===== config.mk =====
export PLATFORM = sky130hd
export DESIGN_NAME = fetch_stage
export DESIGN_NICKNAME = d
export VERILOG_FILES = /design/src/rtl/cpu_pkg.sv /design/src/rtl/fetch_queue.sv /design/src/rtl/fetch_stage.sv
export SDC_FILE = /design/constraint.sdc
export NUM_CORES = 1
export LEC_CHECK = 0
export BUFFER_PORTS_ARGS = -buffer_cell sky130_fd_sc_hd__buf_2
export CAP_MARGIN = 20
export CORE_ASPECT_RATIO = 1.4
export CORE_MARGIN = 4
export CORE_UTILIZATION = 49
export CTS_CLUSTER_SIZE = 10
export DETAILED_ROUTE_END_ITERATION = 6
export PLACE_DENSITY_LB_ADDON = 0.05
export SLEW_MARGIN = 20
export SYNTH_ARGS = -nofsm -noshare
export SYNTH_HDL_FRONTEND = slang
export SYNTH_HIERARCHICAL = 1
export SYNTH_SLANG_ARGS = --single-unit

===== constraint.sdc =====
create_clock -name clk -period 5.7 [get_ports clk]
set_input_delay 0.285 -clock clk [delete_from_list [all_inputs] [get_ports clk]]
set_output_delay 0.285 -clock clk [all_outputs]
set_load 0.01 [all_outputs]

===== src/rtl/cpu_pkg.sv =====
// Shared CPU definitions: data width, NOP encoding, reset PC default,
// the fetch queue entry type and the queue occupancy classification.
package cpu_pkg;

  localparam int XLEN = 32;
  localparam logic [XLEN-1:0] INSTR_NOP = 32'h00000000;
  localparam logic [XLEN-1:0] DEFAULT_RESET_PC = 32'h00000000;

  typedef struct packed {
    logic [XLEN-1:0] pc;
    logic [XLEN-1:0] instr;
  } fetch_entry_t;

  // Occupancy view of the prefetch queue, derived from its count
  typedef enum logic [1:0] {
    OCC_EMPTY   = 2'd0,
    OCC_PARTIAL = 2'd1,
    OCC_FULL    = 2'd2
  } occ_t;

  function automatic occ_t occ_from(input logic is_empty, input logic is_full);
    if (is_empty) begin
      return OCC_EMPTY;
    end
    if (is_full) begin
      return OCC_FULL;
    end
    return OCC_PARTIAL;
  endfunction

endpackage


===== src/rtl/fetch_queue.sv =====
// Prefetch FIFO of fetch_entry_t with push, pop and flush.
// The caller never pushes into a full queue unless it pops on the same edge,
// and never pops an empty queue. Flush wins over push and pop.
module fetch_queue
  import cpu_pkg::*;
#(
  parameter int DEPTH = 2
) (
  input  logic                     clk,
  input  logic                     rst_n,
  input  logic                     flush,
  input  logic                     push,
  input  fetch_entry_t             push_data,
  input  logic                     pop,
  output fetch_entry_t             head,
  output logic [$clog2(DEPTH):0]   count
);

  localparam int AW = $clog2(DEPTH);
  localparam int CW = AW + 1;

  fetch_entry_t  mem [DEPTH];
  logic [AW-1:0] wptr;
  logic [AW-1:0] rptr;

  // Storage write; contents need no reset because count gates visibility
  always_ff @(posedge clk) begin
    if (push && !flush) begin
      mem[wptr] <= push_data;
    end
  end

  // Pointer and occupancy bookkeeping; flush empties the queue in one edge
  always_ff @(posedge clk or negedge rst_n) begin
    if (!rst_n) begin
      wptr  <= '0;
      rptr  <= '0;
      count <= '0;
    end else if (flush) begin
      wptr  <= '0;
      rptr  <= '0;
      count <= '0;
    end else begin
      if (push) begin
        wptr <= wptr + AW'(1);
      end
      if (pop) begin
        rptr <= rptr + AW'(1);
      end
      case ({push, pop})
        2'b10:   count <= count + CW'(1);
        2'b01:   count <= count - CW'(1);
        default: count <= count;
      endcase
    end
  end

  assign head = mem[rptr];

endmodule


===== src/rtl/fetch_stage.sv =====
// Instruction fetch stage: PC register, redirect handling and a prefetch
// queue toward decode. Optional feature macro: FETCH_MISALIGN_EN, which turns
// a misaligned redirect into a sticky fault that halts fetch until reset.
module fetch_stage
  import cpu_pkg::*;
#(
  parameter logic [31:0] RESET_PC = DEFAULT_RESET_PC,
  parameter int          QDEPTH   = 2
) (
  input  logic            clk,
  input  logic            rst_n,
  output logic [XLEN-1:0] imem_addr,
  input  logic [XLEN-1:0] imem_instr,
  input  logic            redirect_valid,
  input  logic [XLEN-1:0] redirect_pc,
  output logic            out_valid,
  input  logic            out_ready,
  output logic [XLEN-1:0] out_pc,
  output logic [XLEN-1:0] out_instr
`ifdef FETCH_MISALIGN_EN
  ,
  output logic            fetch_fault
`endif
);

  localparam int CW = $clog2(QDEPTH) + 1;
  localparam logic [CW-1:0] FULL_CNT = CW'(QDEPTH);
  localparam logic [XLEN-1:0] RESET_PC_ALIGNED = {RESET_PC[XLEN-1:2], 2'b00};

  logic [XLEN-1:0] pc;
  logic [XLEN-1:0] target;
  logic [CW-1:0]   count;
  logic            push;
  logic            pop;
  logic            halted;
  occ_t            occ;
  fetch_entry_t    head;
  fetch_entry_t    push_entry;

  assign target = {redirect_pc[XLEN-1:2], 2'b00};

`ifdef FETCH_MISALIGN_EN
  logic fault;

  // Sticky fault on any redirect to a non-word-aligned target
  always_ff @(posedge clk or negedge rst_n) begin
    if (!rst_n) begin
      fault <= 1'b0;
    end else if (redirect_valid && (redirect_pc[1:0] != 2'b00)) begin
      fault <= 1'b1;
    end
  end

  assign halted      = fault;
  assign fetch_fault = fault;
`else
  logic unused_redirect_lsbs;
  assign unused_redirect_lsbs = ^redirect_pc[1:0];
  assign halted = 1'b0;
`endif

  // Handshake decisions: redirect drops the push, a full queue needs a pop
  always_comb begin
    occ  = occ_from(count == '0, count == FULL_CNT);
    pop  = (occ != OCC_EMPTY) && out_ready;
    push = !redirect_valid && !halted && ((occ != OCC_FULL) || pop);
  end

  // PC register: redirect first, otherwise advance only when a push happens
  always_ff @(posedge clk or negedge rst_n) begin
    if (!rst_n) begin
      pc <= RESET_PC_ALIGNED;
    end else if (redirect_valid) begin
      pc <= target;
    end else if (push) begin
      pc <= pc + 32'd4;
    end
  end

  assign imem_addr        = pc;
  assign push_entry.pc    = pc;
  assign push_entry.instr = imem_instr;

  fetch_queue #(
    .DEPTH(QDEPTH)
  ) u_queue (
    .clk      (clk),
    .rst_n    (rst_n),
    .flush    (redirect_valid),
    .push     (push),
    .push_data(push_entry),
    .pop      (pop),
    .head     (head),
    .count    (count)
  );

  assign out_valid = (occ != OCC_EMPTY);
  assign out_pc    = out_valid ? head.pc    : '0;
  assign out_instr = out_valid ? head.instr : INSTR_NOP;

endmodule


==> results of run 1 <==
cells by family after synthesis:
kind of cell	after synthesis
simple gates	168
flops	162
mux	66
compound gates	51
buf+inv	33
xor+xnor	12
fa+ha+maj	1
other cells	1
power groups by stage:
stage	clock, mW	combinational (mW)	sequential (mW)
after global routing	1.10	0.648	1.46
after global placement	0	0.574	1.49
after CTS	1.04	0.583	1.48
after detailed placement	0	0.581	1.50
final	1.01	0.594	1.45
after floorplan	0	0.414	1.45
placed cells by master (no fill, tap or decap), types with 9 or more instances in the layout:
cell / Yosys / layout
sky130_fd_sc_hd__mux2_4: 50 / 50
sky130_fd_sc_hd__buf_2: 2 / 160
sky130_fd_sc_hd__mux2_2: 15 / 15
sky130_fd_sc_hd__edfxtp_1: 128 / 128
sky130_fd_sc_hd__dfrtp_1: 34 / 33
sky130_fd_sc_hd__clkbuf_16: 0 / 17
sky130_fd_sc_hd__xnor2_1: 9 / 9
sky130_fd_sc_hd__a31oi_1: 18 / 18
sky130_fd_sc_hd__or3_1: 9 / 9
sky130_fd_sc_hd__o31ai_1: 13 / 13
sky130_fd_sc_hd__nand2_1: 19 / 19
sky130_fd_sc_hd__nor2_1: 23 / 23
sky130_fd_sc_hd__o21ai_0: 15 / 15
sky130_fd_sc_hd__or4_1: 12 / 12
sky130_fd_sc_hd__and2_1: 66 / 66
flip-flops by register name (all words and copies together), names as in the netlist:
signal / cells
u_queue/mem: 128
imem_addr: 30
u_queue/count: 2
u_queue/rptr: 1
u_queue/wptr: 1
layer usage:
layer | part of all wire [%] | vias to the layer above | wire, um
met5 | 0 | - | 0
met4 | 0.76 | 0 | 110
met3 | 4.3 | 9 | 623
met2 | 52 | 110 | 7550
met1 | 42 | 2169 | 6110
li1 | - | 2159 | -
worst max-delay path by stage:
stage                     startpoint            endpoint  slack, ns  cells past startpoint
global placement      redirect_valid  u_queue/mem[1][35]       3.04                      4
CTS                 u_queue/count[1]   u_queue/mem[1][9]       2.99                      4
detailed placement    redirect_valid  u_queue/mem[1][35]       2.96                      4
global route        u_queue/count[1]  u_queue/mem[1][14]       2.85                      4
floorplan           u_queue/count[1]   u_queue/mem[0][0]       1.82                      3
finish              u_queue/count[1]  u_queue/mem[1][11]       3.00                      4
through the flow:
stage / setup slack, ns / cell area, sq um / power [mW]
after floorplan: 1.82 / 7270 / 1.86
after global placement: 3.04 / 8170 / 2.07
after detailed placement: 2.96 / 8170 / 2.08
after CTS: 2.99 / 8700 / 3.10
after global routing: 2.85 / 8720 / 3.21
final: 3.00 / 8720 / 3.06
cells in the mapped netlist:
library cell               instances
sky130_fd_sc_hd__edfxtp_1        128
sky130_fd_sc_hd__o21ai_0          15
sky130_fd_sc_hd__mux2_2           15
sky130_fd_sc_hd__or3_1             9
sky130_fd_sc_hd__nor2b_1           1
sky130_fd_sc_hd__a22oi_1           1
sky130_fd_sc_hd__nor4_1            1
sky130_fd_sc_hd__conb_1            1
sky130_fd_sc_hd__and4_1            4
sky130_fd_sc_hd__nor3b_2           2
sky130_fd_sc_hd__inv_1             4
sky130_fd_sc_hd__buf_4             2
sky130_fd_sc_hd__xor2_1            3
sky130_fd_sc_hd__mux2_4           50
sky130_fd_sc_hd__nor3b_1           3
sky130_fd_sc_hd__a31oi_1          18
sky130_fd_sc_hd__nor2_1           23
sky130_fd_sc_hd__dfrtp_1          34
sky130_fd_sc_hd__clkbuf_1         17
sky130_fd_sc_hd__ha_1              1
sky130_fd_sc_hd__or2_2             3
sky130_fd_sc_hd__o311ai_0          1
sky130_fd_sc_hd__and3b_1           2
sky130_fd_sc_hd__nor4b_1           1
sky130_fd_sc_hd__nand4_1           7
sky130_fd_sc_hd__nand3_1           8
sky130_fd_sc_hd__or4_4             1
sky130_fd_sc_hd__or3b_2            1
sky130_fd_sc_hd__o31ai_1          13
sky130_fd_sc_hd__mux2i_1           1
sky130_fd_sc_hd__buf_2             2
sky130_fd_sc_hd__nand3_2           1
sky130_fd_sc_hd__xnor2_1           9
sky130_fd_sc_hd__nand2_1          19
sky130_fd_sc_hd__o211ai_1          2
sky130_fd_sc_hd__or4_1            12
sky130_fd_sc_hd__and2_1           66
sky130_fd_sc_hd__o21ai_1           1
sky130_fd_sc_hd__buf_1             1
sky130_fd_sc_hd__buf_6             7
sky130_fd_sc_hd__and3_1            1
sky130_fd_sc_hd__nor3_1            3
cell type report:
class	count	area (sq um)
clock buffer	20	437
inverter	4	15.0
clock inverter	12	80.1
tap	189	236
timing repair buffer	165	853
multi-input combinational	304	2400
sequential	162	4700
fill	1181	5790
==> key figures, run 1 <==
Run status
  – Status: finished clean

Timing
  – Portion of the clock cycle consumed by the worst path in the final layout: 47.3%
  – Setup_tns: 0 ns
  – Final number of max-transition violations: 0
  – RSZ-0062 raised after global routing: false
  – Worst Clk Skew: 0.0102 ns
  – Headroom to the max-slew limit: 46.4%
  – Min Tclk post-route: 2.70 ns
  – Worst Tran Pin Value: 0.804 ns
  – Highest clock frequency the design can meet: 371 MHz
  – Final setup fails: 0
  – Worst hold margin: 0.0604 ns
  – Count of final hold-check violations: 0

Pwr
  – Standby leakage power: 3.46 nW
  – Power per cell area: 351 nW/um^2
  – Power share of the sequential group: 47.5%
  – Switching part of the total power: 27.1%
  – Part of the total power dissipated in the clock network: 33.1%
  – Design internal power: 2.23 mW
  – Worst supply voltage drop on vdd: 0.186 mV
  – Switching power total: 0.829 mW
  – Combinational group share of total power: 19.4%

Logic synthesis
  – Main combinational cell family by area after synthesis: simple AND/OR/NAND/NOR gates
  – Warning count from the yosys run: 6
  – Gate count after technology mapping: 494
  – Adder-Cell Fraction of Synth Area: 0.173%
  – Fraction of the mapped netlist area in compound gates: 4.44%
  – Share of cell area taken by muxes after synthesis: 12.8%
  – Count of distinct cell types in the synthesized netlist: 42
  – Area share of the largest cell type after synthesis: 53.0%
  – Cell types occupying the most area after synthesis: sky130_fd_sc_hd__edfxtp_1 53%, sky130_fd_sc_hd__dfrtp_1 12%, sky130_fd_sc_hd__mux2_4 10%, sky130_fd_sc_hd__and2_1 5.7%, sky130_fd_sc_hd__mux2_2 2.3%
  – Post-synth top area cell: sky130_fd_sc_hd__edfxtp_1
  – Average footprint of a synthesized cell: 14.7 sq um
  – Combined area of all synthesized cells: 7250 sq um
  – Sequential element share of the synthesized area: 64.8%
  – Basic-gate share of the synthesized area counting and, or, nand and nor cells: 13.7%
  – Post-Synth XOR/XNOR Area: 1.45%
  – Synthesized flop and latch total: 162

Route
  – Detailed router's first-iteration violation count: 157
  – Post-detailed-route DRC marker count: 0
  – Number of vias in the routed layout: 4447
  – Routed via count divided by cell count: 5.20
  – Count of antenna-violating nets left after detailed routing: 0
  – Pre-Repair DR Iteration Count: 4
  – Detailed Route WL: 14400 um
  – Routed len/inst: 16.8 um

Flow run
  – Number of max-cap violations: 0

Worst setup path
  – WP data required: 5.74 ns
  – Worst path slowest cell: sky130_fd_sc_hd__and3b_2
  – Setup slack of the worst register-to-register path: 3.00 ns
  – Critical setup path kind: flop to flop
  – Buffers and inverters on the worst path: 1
  – Largest driver fanout on the critical path: 39
  – Gate family responsible for the most delay along the worst path: simple AND/OR/NAND/NOR gates
  – Worst setup EP type: flop
  – Logic depth of the worst register-to-register path: 4
  – Worst path arrival time: 2.74 ns
  – Type of element launching the critical path: flop
  – Worst flop-to-flop path startpoint: u_queue/count[1]
  – Crit-path max cell delay: 0.72 ns
  – Endpoint of the worst-slack reg-to-reg timing path: u_queue/mem[1][11]
  – Crit-path cells: nor3b_2 -> nor2_1 -> and3b_2 -> buf_4

Cells and area
  – Share of final-layout standard cells stronger than drive strength 1: 40.3%
  – Final core utilization: 60.1%
  – Number of nets in the finished design: 723
  – Post-route insts no fill: 856
  – Number of diodes added for antenna fixing: 0
  – Layout Area Growth over Synthesis: 20.3%

Global route
  – Met2 GRT Util: 30.2%
  – GR met1 Demand/Resource: 20.8%
  – Total routing usage reported by global routing: 17.2%
  – Most used routing layer in global routing: met2
  – First-pass GRT wire length: 23100 um
  – Largest net degree at the start of global routing: 67
  – Vias in the first global route: 4501
  – Global route total overflow: 0
  – Global-route track usage on met3: 4.38%
  – Initial antenna violation count: 0

Placed design
  – Placer Congestion: 0.801
  – HPWL after detailed placement: 9220 um
  – Placed instance count: 822
  – Port bufs: 160

Floorplan
  – Floorplan die height: 152 um
  – Die Span X: 111 um
  – Number of cell rows: 52
  – Overall die area: 16800 sq um
  – Starting density of the core: 49.9%
  – I/O pin total: 165
  – Core Region: 14500 sq um

Clocking
  – Clock transition at the registers of the reported paths: 0.06 ns
  – Maximum count of clock buffers along a single path: 2
  – Setup Buffers After CTS: 0
  – CTS hold repair buffers: 1
  – Cts bufs inserted: 17
  – CTS root buffer: sky130_fd_sc_hd__clkbuf_16
  – Post-cts sizing count: 0
  – CTS tree: done
  – Count of clock tree sinks: 162
  – H-tree depth reported by CTS: 4
  – Source-to-sink clock delay at the later pin of the worst-skew pair: 0.41 ns

Min path
  – Class of the most critical hold timing path: primary input to flop
  – Hold wc startpoint: imem_instr[23]
  – WHS Path Cells: 1
  – Worst Hold End: u_queue/mem[0][23]
Power figures use the tool's default switching activity.
==> run 2: changes to the inputs <==
==> constraint.sdc (replaced) <==
create_clock -name clk -period 2.4 [get_ports clk]
set_input_delay 0.12 -clock clk [delete_from_list [all_inputs] [get_ports clk]]
set_output_delay 0.12 -clock clk [all_outputs]
set_load 0.01 [all_outputs]
==> run 2 against run 1 <==
  * Power grew to 2.5 times the previous value
  * Utilization is 5.6 points higher
  * Count of clock-buffer cells in the layout is 3 higher
  * Sequential power is 140% higher
  * Combinational power grew to 2.6 times the previous value
  * First-iteration DRC count is 6.4% lower
  * Critical endpoint is now out_pc[29]
==> key figures, run 2 (synthesis gave the netlist of run 1 again) <==
Run status
  – Status: finished clean

Route
  – Routed via count divided by cell count: 5.12
  – Detailed router's first-iteration violation count: 147
  – Routed len/inst: 16.3 um
  – Post-detailed-route DRC marker count: 0
  – Number of vias in the routed layout: 4731
  – Pre-Repair DR Iteration Count: 6
  – Count of antenna-violating nets left after detailed routing: 0
  – Detailed Route WL: 15100 um

Global route
  – Initial antenna violation count: 0
  – Global route total overflow: 0
  – First-pass GRT wire length: 24500 um
  – Total routing usage reported by global routing: 18.1%
  – Vias in the first global route: 4917
  – Largest net degree at the start of global routing: 46

Timing
  – Headroom to the max-slew limit: 46.0%
  – Min Tclk post-route: 2.17 ns
  – Worst hold margin: 0.206 ns
  – RSZ-0062 raised after global routing: false
  – Worst Clk Skew: 0.0102 ns
  – Final setup fails: 0
  – Portion of the clock cycle consumed by the worst path in the final layout: 90.5%
  – Final number of max-transition violations: 0
  – Highest clock frequency the design can meet: 460 MHz
  – Setup_tns: 0 ns
  – Worst Tran Pin Value: 0.810 ns
  – Count of final hold-check violations: 0

Cells and area
  – Number of diodes added for antenna fixing: 0
  – Commonest non-fill, non-tap cell in the layout: sky130_fd_sc_hd__buf_2
  – Largest register by flop count: u_queue/mem
  – Commonest cells after routing, fill and taps aside: 160 x sky130_fd_sc_hd__buf_2, 128 x sky130_fd_sc_hd__edfxtp_1, 66 x sky130_fd_sc_hd__and2_1
  – Layout Area Growth over Synthesis: 31.4%
  – Max reg flops: 128
  – Number of nets in the finished design: 791
  – Share of final-layout standard cells stronger than drive strength 1: 37.7%

Floorplan
  – Overall die area: 16800 sq um
  – Floorplan die height: 152 um
  – Starting density of the core: 49.9%
  – I/O pin total: 165
  – Core Region: 14500 sq um
  – Number of cell rows: 52
  – Die Span X: 111 um

Placed design
  – Port bufs: 160
  – Placer Congestion: 0.774
  – HPWL after detailed placement: 9800 um

Min path
  – Hold wc startpoint: redirect_valid
  – Class of the most critical hold timing path: primary input to flop

Pwr
  – Power share of the sequential group: 44.1%
  – Standby leakage power: 3.80 nW
  – Worst supply voltage drop on vdd: 0.453 mV
  – Power per cell area: 816 nW/um^2
  – Combinational group share of total power: 19.9%
  – Design internal power: 5.78 mW
  – Switching power total: 1.99 mW
  – Switching part of the total power: 25.6%
  – Part of the total power dissipated in the clock network: 36.0%

Worst setup path
  – Type of element launching the critical path: flop
  – Largest driver fanout on the critical path: 45
  – Buffers and inverters on the worst path: 2
  – Crit-path cells: or2_2 -> buf_4 -> and2_1 -> buf_2
  – Gate family responsible for the most delay along the worst path: simple AND/OR/NAND/NOR gates
  – WP data required: 2.28 ns
  – Worst flop-to-flop path startpoint: imem_addr[3]
  – CP Launch Point: u_queue/count[0]
  – Critical setup path kind: flop to output pin
  – Worst setup EP type: output pin
  – Worst path arrival time: 2.05 ns
  – Crit-path max cell delay: 0.46 ns
  – Worst path slowest cell: sky130_fd_sc_hd__dfrtp_1

Clocking
  – CTS tree: done
  – H-tree depth reported by CTS: 4
  – Maximum count of clock buffers along a single path: 2
  – CTS root buffer: sky130_fd_sc_hd__clkbuf_16
  – Clock transition at the registers of the reported paths: 0.06 ns
  – Cts bufs inserted: 17
  – Count of clock tree sinks: 162
  – Source-to-sink clock delay at the later pin of the worst-skew pair: 0.41 ns

Flow run
  – Number of max-cap violations: 0
==> run 2: final timing paths <==
path	endpoint	depth (start not counted)	slack, ns
setup / recovery	out_pc[29]	4	0.23
setup reg to reg	imem_addr[24]	5	0.25
min in group asynchronous	imem_addr[2]	2	0.33
max in group asynchronous	u_queue/rptr	2	1.47
hold reg to reg	u_queue/mem[0][63]	0	0.55
hold / removal	u_queue/wptr	2	0.21
==> run 2: power by group through the flow <==
stage	logic (mW)	registers [mW]	clock network [mW]
after floorplan	0.990	3.43	0
after global placement	1.48	3.47	0
after detailed placement	1.49	3.48	0
after CTS	1.58	3.42	2.86
after global routing	1.69	3.45	2.99
final	1.55	3.42	2.80
==> run 2: layout make-up <==
| type | count | area, sq um |
|---|---|---|
| tap | 189 | 236 |
| timing repair buffer | 233 | 1530 |
| clock inverter | 9 | 116 |
| inverter | 4 | 15.0 |
| multi-input combinational | 304 | 2410 |
| fill | 1104 | 4980 |
| sequential | 162 | 4700 |
| clock buffer | 23 | 512 |
==> run 2: per-stage QoR <==
step                      cells  util, %  area (sq um)  power [mW]  setup WS [ns]
after floorplan             499        -          7290        4.42         -0.452
after global placement      829     56.9          8260        4.94          0.175
after detailed placement    829     56.9          8260        4.98         0.0649
after CTS                   924     65.6          9520        7.86         0.0588
after global routing        924     65.6          9520        8.13         0.0201
final                       924     65.6          9520        7.77          0.228
==> run 2: metal layers <==
layer  track usage (%)  part of all wire, %  vias up
met5                 0                    0        -
met4              6.63                  1.8        0
met1              22.4                   42     2283
met3              3.82                  4.5       18
met2              31.3                   51      129
li1                  -                    -     2301
==> run 2: timing repair <==
| item | 4_1_cts | 5_1_grt |
|---|---|---|
| gates resized for setup | 0 | 1 |
| hold buffers | 63 | 0 |
| endpoints found under the hold margin | 128 | 0 |
| setup buffers | 0 | 0 |
| setup endpoints to repair | 0 | 6 |
==> run 3: changes to the inputs <==
--- a/config.mk
+++ b/config.mk
@@ -7,7 +7,6 @@
 export LEC_CHECK = 0
 export BUFFER_PORTS_ARGS = -buffer_cell sky130_fd_sc_hd__buf_2
 export CAP_MARGIN = 20
-export CORE_ASPECT_RATIO = 1.4
 export CORE_MARGIN = 4
 export CORE_UTILIZATION = 49
 export CTS_CLUSTER_SIZE = 10
==> run 3 against run 2 <==
  * Non-clock buffer count down 1
  * Sequential share of layout area up 0.60 points
  * Highest routed layer unchanged
  * Final area fell by 1.2%
  * Combinational power about the same
  * Wire length shrank 0.46%
  * Die area decreased by 0.16%
==> key figures, run 3 (synthesis gave the netlist of run 1 again) <==
Worst setup path
  – Critical setup path kind: flop to flop
  – Worst path arrival time: 2.46 ns
  – Endpoint of the worst-slack reg-to-reg timing path: imem_addr[19]
  – WP data required: 2.73 ns
  – Worst flop-to-flop path startpoint: imem_addr[7]
  – Type of element launching the critical path: flop
  – Logic depth of the worst register-to-register path: 4
  – Worst setup EP type: flop
  – Largest driver fanout on the critical path: 22
  – Setup slack of the worst register-to-register path: 0.27 ns

Cells and area
  – Largest register by flop count: u_queue/mem
  – Layout Area Growth over Synthesis: 29.9%
  – Commonest non-fill, non-tap cell in the layout: sky130_fd_sc_hd__buf_2
  – Fillcell total: 1130
  – Max reg flops: 128
  – Area used by multi-input combinational logic: 2410 sq um
  – Commonest cells after routing, fill and taps aside: 160 x sky130_fd_sc_hd__buf_2, 128 x sky130_fd_sc_hd__edfxtp_1, 66 x sky130_fd_sc_hd__and2_1
  – Share of final-layout standard cells stronger than drive strength 1: 37.5%
  – Post-route insts no fill: 917
  – Number of nets in the finished design: 790
  – Number of diodes added for antenna fixing: 0
  – FF+latch area: 4700 sq um

Timing
  – RSZ-0062 raised after global routing: false
  – Final number of max-transition violations: 0
  – Setup_tns: 0 ns
  – Min Tclk post-route: 2.13 ns
  – Count of final hold-check violations: 0
  – Worst hold margin: 0.0209 ns
  – Headroom to the max-slew limit: 46.5%
  – Portion of the clock cycle consumed by the worst path in the final layout: 88.7%
  – Worst Tran Pin Value: 0.803 ns
  – Worst Clk Skew: 0.00787 ns
  – Highest clock frequency the design can meet: 470 MHz
  – Final setup fails: 0

Route
  – Routed len/inst: 16.4 um
  – Detailed Route WL: 15000 um
  – Detailed router's first-iteration violation count: 286
  – Pre-Repair DR Iteration Count: 5
  – Number of vias in the routed layout: 4746
  – Post-detailed-route DRC marker count: 0
  – Routed via count divided by cell count: 5.18
  – Count of antenna-violating nets left after detailed routing: 0

Global route
  – Global route total overflow: 0
  – Initial antenna violation count: 0
  – Total routing usage reported by global routing: 18.3%
  – Largest net degree at the start of global routing: 62
  – Vias in the first global route: 4625
  – First-pass GRT wire length: 23500 um

Pwr
  – Part of the total power dissipated in the clock network: 31.7%
  – Power per cell area: 774 nW/um^2
  – Switching power total: 1.93 mW
  – Standby leakage power: 3.74 nW
  – Worst supply voltage drop on vdd: 0.516 mV
  – Combinational group share of total power: 21.2%
  – Tot Pwr: 7.29 mW
  – Switching part of the total power: 26.5%
  – Power share of the sequential group: 47.0%
  – Design internal power: 5.36 mW

Floorplan
  – Starting density of the core: 49.9%
  – Number of cell rows: 44
  – Floorplan die height: 130 um
  – I/O pin total: 165
  – Die Span X: 130 um
  – Core Region: 14500 sq um
  – Overall die area: 16800 sq um

Clocking
  – Clock transition at the registers of the reported paths: 0.06 ns
  – CTS tree: done
  – Maximum count of clock buffers along a single path: 2
  – Cts bufs inserted: 17
  – H-tree depth reported by CTS: 4
  – CTS root buffer: sky130_fd_sc_hd__clkbuf_16
  – Source-to-sink clock delay at the later pin of the worst-skew pair: 0.41 ns
  – Count of clock tree sinks: 162
  – Setup Buffers After CTS: 0

Placed design
  – Placer Congestion: 0.756
  – Placed instance count: 824
  – HPWL after detailed placement: 9640 um
  – Port bufs: 160

Flow run
  – Number of max-cap violations: 0

Run status
  – Status: finished clean

Min path
  – Class of the most critical hold timing path: primary input to flop
  – WHS Path Cells: 3
  – Worst Hold End: imem_addr[30]
  – Hold wc startpoint: redirect_pc[30]
[run 3: cell count changes in the layout (fill, tap and decap cells not counted)]
cell                            before  now
sky130_fd_sc_hd__clkinv_2            0    5
sky130_fd_sc_hd__dlygate4sd3_1      63   62
sky130_fd_sc_hd__clkinv_1            0    1
sky130_fd_sc_hd__bufinv_16           2    0
sky130_fd_sc_hd__clkbuf_16          20   17
sky130_fd_sc_hd__buf_12              2    4
sky130_fd_sc_hd__clkinv_4            2    1
sky130_fd_sc_hd__inv_4               1    0
sky130_fd_sc_hd__clkinvlp_4          2    4
sky130_fd_sc_hd__buf_4               8    6
sky130_fd_sc_hd__inv_6               2    0
[run 3: worst max-delay path, stage by stage (launching register included)]
cell and delay, ns:
sky130_fd_sc_hd__dfrtp_1 0.49, sky130_fd_sc_hd__nand3_2 0.15, sky130_fd_sc_hd__or4_4 0.67, sky130_fd_sc_hd__or4_1 0.53
sky130_fd_sc_hd__a31oi_1 0.20
[run 3: layout make-up]
type | instances | share of cell area (%)
Clock buffer | 20 | 4.64
Multi-Input combinational cell | 304 | 25.7
Sequential cell | 162 | 49.9
Clock inverter | 11 | 0.718
Timing Repair Buffer | 232 | 16.4
Tap cell | 184 | 2.45
Inverter | 4 | 0.160
[run 3: how the worst max path moves through the flow]
stage / from / end / slack, ns / cells after the start
floorplan: u_queue/count[1] / u_queue/mem[0][0] / -0.45 / 3
global placement: imem_addr[2] / imem_addr[28] / 0.23 / 5
detailed placement: imem_addr[2] / imem_addr[30] / 0.15 / 5
CTS: imem_addr[2] / imem_addr[30] / 0.13 / 5
global route: u_queue/rptr / out_pc[16] / 0.17 / 4
finish: imem_addr[7] / imem_addr[19] / 0.27 / 4
[run 3: stage by stage]
step	util [%]	instance area, sq um	setup slack (ns)
floorplan	-	7290	-0.452
global placement	57.0	8280	0.230
detailed placement	57.0	8280	0.146
CTS	64.7	9400	0.130
global route	64.7	9410	0.170
finish	64.7	9410	0.271
[run 3: power groups by stage]
stage | logic [mW] | clock network (mW) | registers [mW]
6_report | 1.55 | 2.31 | 3.43
5_1_grt | 1.68 | 2.52 | 3.45
4_1_cts | 1.58 | 2.38 | 3.43
3_5_place_dp | 1.50 | 0 | 3.48
3_3_place_gp | 1.49 | 0 | 3.47
2_1_floorplan | 0.990 | 0 | 3.43
[run 3: layer usage]
layer / part of all wire, % / track usage, % / vias up
li1: - / - / 2288
met1: 44 / 23.8 / 2297
met2: 50 / 30.3 / 143
met3: 5.1 / 3.96 / 18
met4: 1.5 / 6.66 / 0
met5: 0 / 0 / -
[run 3: repair_timing]
action | CTS | global route
hold buffers | 62 | 0
endpoints found under the hold margin | 127 | 0
endpoints found under the setup margin | 0 | 1
resized for setup | 0 | 1
